## src/rtl/tanh_act_scheduler.sv

```systemverilog
// Round-robin front end for one shared combinational activation unit: grants one
// requester operand per cycle into an operand stage, captures the unit result into a tagged response stage.
module tanh_act_scheduler #(
  parameter int N_REQ = 4,
  parameter int DW    = 4,
  parameter int IDW   = 2
) (
  input  logic                clk,
  input  logic                rst_n,
  input  logic [N_REQ-1:0]    req_valid,
  input  logic [N_REQ*DW-1:0] req_data,
  output logic [N_REQ-1:0]    req_ready,
  output logic [DW-1:0]       act_in,
  input  logic [DW-1:0]       act_out,
  output logic                rsp_valid,
  input  logic                rsp_ready,
  output logic [DW-1:0]       rsp_data,
  output logic [IDW-1:0]      rsp_id,
  output logic                busy
);

  logic           op_valid_q, op_valid_d;
  logic [DW-1:0]  op_data_q, op_data_d;
  logic [IDW-1:0] op_id_q, op_id_d;
  logic           rsp_valid_q, rsp_valid_d;
  logic [DW-1:0]  rsp_data_q, rsp_data_d;
  logic [IDW-1:0] rsp_id_q, rsp_id_d;
  logic [IDW-1:0] ptr_q, ptr_d;

  logic           s2_load;
  logic           s1_free;
  logic           grant;
  logic           grant_found;
  logic [IDW-1:0] grant_idx;
  logic [IDW-1:0] cand_idx;
  logic [DW-1:0]  req_word [N_REQ];

  genvar gi;
  generate
    for (gi = 0; gi < N_REQ; gi++) begin : g_req
      assign req_word[gi]  = req_data[gi*DW +: DW];
      assign req_ready[gi] = grant && (grant_idx == IDW'(gi));
    end
  endgenerate

  assign s2_load = op_valid_q & (~rsp_valid_q | rsp_ready);
  assign s1_free = ~op_valid_q | s2_load;

  // Rotating priority: search starts just after the last granted requester.
  always_comb begin
    grant_found = 1'b0;
    grant_idx   = '0;
    cand_idx    = '0;
    for (int k = 1; k <= N_REQ; k++) begin
      cand_idx = IDW'((int'(ptr_q) + k) % N_REQ);
      if (!grant_found && req_valid[cand_idx]) begin
        grant_found = 1'b1;
        grant_idx   = cand_idx;
      end
    end
  end

  assign grant = s1_free & grant_found;

  always_comb begin
    op_valid_d  = op_valid_q;
    op_data_d   = op_data_q;
    op_id_d     = op_id_q;
    rsp_valid_d = rsp_valid_q;
    rsp_data_d  = rsp_data_q;
    rsp_id_d    = rsp_id_q;
    ptr_d       = ptr_q;

    if (s2_load) begin
      rsp_valid_d = 1'b1;
      rsp_data_d  = act_out;
      rsp_id_d    = op_id_q;
    end else if (rsp_valid_q && rsp_ready) begin
      rsp_valid_d = 1'b0;
    end

    if (grant) begin
      op_valid_d = 1'b1;
      op_data_d  = req_word[grant_idx];
      op_id_d    = grant_idx;
      ptr_d      = grant_idx;
    end else if (s2_load) begin
      op_valid_d = 1'b0;
    end
  end

  // Reset leaves requester 0 with first priority.
  always_ff @(posedge clk or negedge rst_n) begin
    if (!rst_n) begin
      op_valid_q  <= 1'b0;
      op_data_q   <= '0;
      op_id_q     <= '0;
      rsp_valid_q <= 1'b0;
      rsp_data_q  <= '0;
      rsp_id_q    <= '0;
      ptr_q       <= IDW'(N_REQ - 1);
    end else begin
      op_valid_q  <= op_valid_d;
      op_data_q   <= op_data_d;
      op_id_q     <= op_id_d;
      rsp_valid_q <= rsp_valid_d;
      rsp_data_q  <= rsp_data_d;
      rsp_id_q    <= rsp_id_d;
      ptr_q       <= ptr_d;
    end
  end

  assign act_in    = op_data_q;
  assign rsp_valid = rsp_valid_q;
  assign rsp_data  = rsp_data_q;
  assign rsp_id    = rsp_id_q;
  assign busy      = op_valid_q | rsp_valid_q;

endmodule

```

## config.mk

```make
export PLATFORM = sky130hd
export DESIGN_NAME = tanh_act_scheduler
export DESIGN_NICKNAME = d
export VERILOG_FILES = /design/src/rtl/tanh_act_scheduler.sv
export SDC_FILE = /design/constraint.sdc
export NUM_CORES = 1
export LEC_CHECK = 0
export CORE_ASPECT_RATIO = 1.25
export CORE_MARGIN = 2
export CORE_UTILIZATION = 42
export CTS_BUF_LIST = sky130_fd_sc_hd__clkbuf_8
export DETAILED_ROUTE_END_ITERATION = 16
export HOLD_SLACK_MARGIN = 0.02
export PLACE_DENSITY = 0.82
export SLEW_MARGIN = 20
export SYNTH_ARGS = -nofsm -noshare
export SYNTH_HDL_FRONTEND = slang
export SYNTH_SLANG_ARGS = --single-unit
```

## constraint.sdc

```tcl
create_clock -name clk -period 2.8 [get_ports clk]
set_input_delay 0.56 -clock clk [delete_from_list [all_inputs] [get_ports clk]]
set_output_delay 0.56 -clock clk [all_outputs]
set_load 0.02 [all_outputs]
```

==> impl_metrics.env <==
export IMPL_status="finished, final reports clean"
export IMPL_yosys_warnings=0
export IMPL_postPlaceCellArea_sq_mm=0.00144
export IMPL_dr_first_iter_drc_count=20
export IMPL_num_rows=18
export IMPL_wl_per_cell_um=14.8
export IMPL_cts_sinks=16
export IMPL_tightest_slew_ns=0.684
export IMPL_die_area_sq_mm=0.00257
export IMPL_synth_cells=80
export IMPL_antenna_found_initial=0
export IMPL_cp_top_family="simple AND/OR/NAND/NOR gates"
export IMPL_synth_area_per_cell_sq_um=11.4
export IMPL_grt_max_degree=17
export IMPL_busiest_layer="met2"
export IMPL_synth_edff_count=0
export IMPL_clk_pin_slew_worst_paths_ns=0.06
export IMPL_setup_slack_ns=0.0911
export IMPL_synthTopCellsByCount="dfrtp_1, mux2_2, nand3_1, o31ai_1"
export IMPL_drtAntennaViolNets=0
export IMPL_fin_crit_ns=2.71
export IMPL_dr_pass1_iters=4
export IMPL_ys_async_sr_fraction=1.00
export IMPL_synth_area_leader_cell="dfrtp_1"
export IMPL_hold_ws_ns=0.491
export IMPL_synth_seq_cells=16
export IMPL_rsz0062_at_grt="false"
export IMPL_grt_pass1_vias=871
export IMPL_cp_max_fo=3
export IMPL_finalCritPeriodShare=0.967
export IMPL_gp_congestion=0.721
export IMPL_relSlewSlack=0.542
export IMPL_fin_cells=156
export IMPL_cts_buffers=3
export IMPL_antenna_cells=0
export IMPL_cp_arrival_ns=2.15
export IMPL_synth_most_common_cell="dfrtp_1"
export IMPL_drc=0
export IMPL_grt_util_met2=0.344
export IMPL_pwr_density_cell_mw_per_mm2=631
export IMPL_syn_to_final_growth_pct=64.2
export IMPL_ir_drop_uv=426
export IMPL_initial_core_util=0.452
export IMPL_grt_use_met3=0.0357
export IMPL_hold_path_class="flip-flop to flip-flop"
export IMPL_grt_pass1_wl_mm=3.73
export IMPL_clock_skew_ns=0.00274
export IMPL_critical_path_class="input pin to output pin"
export IMPL_drive_gt1_frac=0.375
export IMPL_nets=164
export IMPL_pre_cts_slack_ns=-0.307
export IMPL_fmax_mhz=369
export IMPL_required_ns=2.24
export IMPL_setup_viol_count_final=0
export IMPL_io_pins=43
export IMPL_clock_path_buffers=2
export IMPL_yosysUniqueCellTypes=31
export IMPL_cap_violations=0
export IMPL_p_leak_nw=0.650
export IMPL_mappedNetlistArea_sq_um=916
export IMPL_place_hpwl_mm=1.79
export IMPL_synth_top_area_share=0.383
export IMPL_wirelength_mm=2.30
export IMPL_cts_hold_buffers=0
export IMPL_via_per_inst=5.47
export IMPL_synth_ff_type="dfrtp_1"
export IMPL_utilization=0.742
export IMPL_crit_path_end_kind="output pin"
export IMPL_syn_nets=107
export IMPL_core_area_sq_mm=0.00203
export IMPL_cts_root_buf="clkbuf_8"
export IMPL_num_vias=854
export IMPL_die_width_um=45.8
export IMPL_max_stage_delay_ns=0.54
export IMPL_htree_levels=1
export IMPL_p_total_uw=948
export IMPL_tns_ns=0
export IMPL_cts_setup_buffers=0
export IMPL_worstSkewPairLatency_ns=0.25
export IMPL_final_area_sq_mm=0.00150
export IMPL_netlist_top_cells_area="dfrtp_1, mux2_2, dfstp_2"
export IMPL_startpoint_type="input pin"
export IMPL_use_met1=0.218
export IMPL_crit_buf_inv=2
export IMPL_crit_chain="clkdlybuf4s50_1 -> or4_4 -> nand2_1 -> nor2_1 -> and2_2 -> clkdlybuf4s15_2"
export IMPL_critPathSlowestCell="or4_4"
export IMPL_die_h_um=56.2
export IMPL_slew_viol_final=0
export IMPL_port_buffers=42
export IMPL_dp_cells=152
export IMPL_hold_viol=0
export IMPL_track_usage=0.196
export IMPL_ys_seq_area_frac=0.440
export IMPL_cts_tree="done"
export IMPL_overflow=0
-- registers in the layout, indices dropped and copies added, names as in the netlist --
register,cells
act_in,4
rsp_data,4
op_id_q,2
ptr_q,2
rsp_id,2
op_valid_q,1
rsp_valid,1
-- layout make-up --
| type | count | area [sq um] |
|---|---|---|
| Fill cell | 142 | 523 |
| Timing Repair Buffer | 56 | 514 |
| Multi-Input combinational cell | 59 | 503 |
| Sequential cell | 16 | 403 |
| Clock buffer | 4 | 55.1 |
| Tap cell | 20 | 25.0 |
| Inverter | 1 | 3.75 |
-- worst paths after layout --
path	startpoint	slack [ns]	depth (start not counted)	end
worst max register to register	ptr_q[1]	0.71	6	act_in[2]
worst min-delay path	op_id_q[1]	0.49	1	op_id_q[1]
max in group asynchronous	rst_n	1.64	1	op_id_q[0]
worst min register to register	op_id_q[1]	0.49	1	op_id_q[1]
worst max-delay path	req_valid[2]	0.09	6	req_ready[3]
min in group asynchronous	rst_n	0.72	1	rsp_data[0]
-- layout by cell type, fill, tap and decap left out, types with 3 or more instances in the layout --
cell type / n
a211o_2: 4
a221o_1: 4
buf_4: 14
clkbuf_2: 3
clkbuf_8: 4
clkdlybuf4s50_1: 37
dfrtp_1: 14
mux2_2: 11
nand2b_1: 3
nand3_1: 9
o31ai_1: 4
-- what timing repair did --
| item | in CTS | in global routing |
|---|---|---|
| endpoints found under the hold margin | 0 | 0 |
| resized for setup | 11 | 6 |
| setup endpoints to repair | 4 | 4 |
-- cell families after synthesis --
kind of cell	count (synthesis)	synth area share
AND/OR/NAND/NOR	26	0.165
AO/OA/AOI/OAI	20	0.202
flip-flops	16	0.440
multiplexers	13	0.163
buffers and inverters	5	0.0300
-- power by group --
| group | switching [mW] | total, mW | leakage (nW) | internal, mW |
|---|---|---|---|---|
| sequential | 0.0381 | 0.330 | 0.182 | 0.292 |
| combinational | 0.184 | 0.415 | 0.439 | 0.231 |
| clock | 0.0785 | 0.203 | 0.0288 | 0.125 |
| total | 0.300 | 0.948 | 0.650 | 0.648 |
-- metal layers --
metal | vias to the layer above | wire [um]
met3 | 4 | 131
li1 | 414 | -
met4 | 0 | 36
met2 | 36 | 1200
met5 | - | 0
met1 | 400 | 935
(Power assumes the default switching activity.)
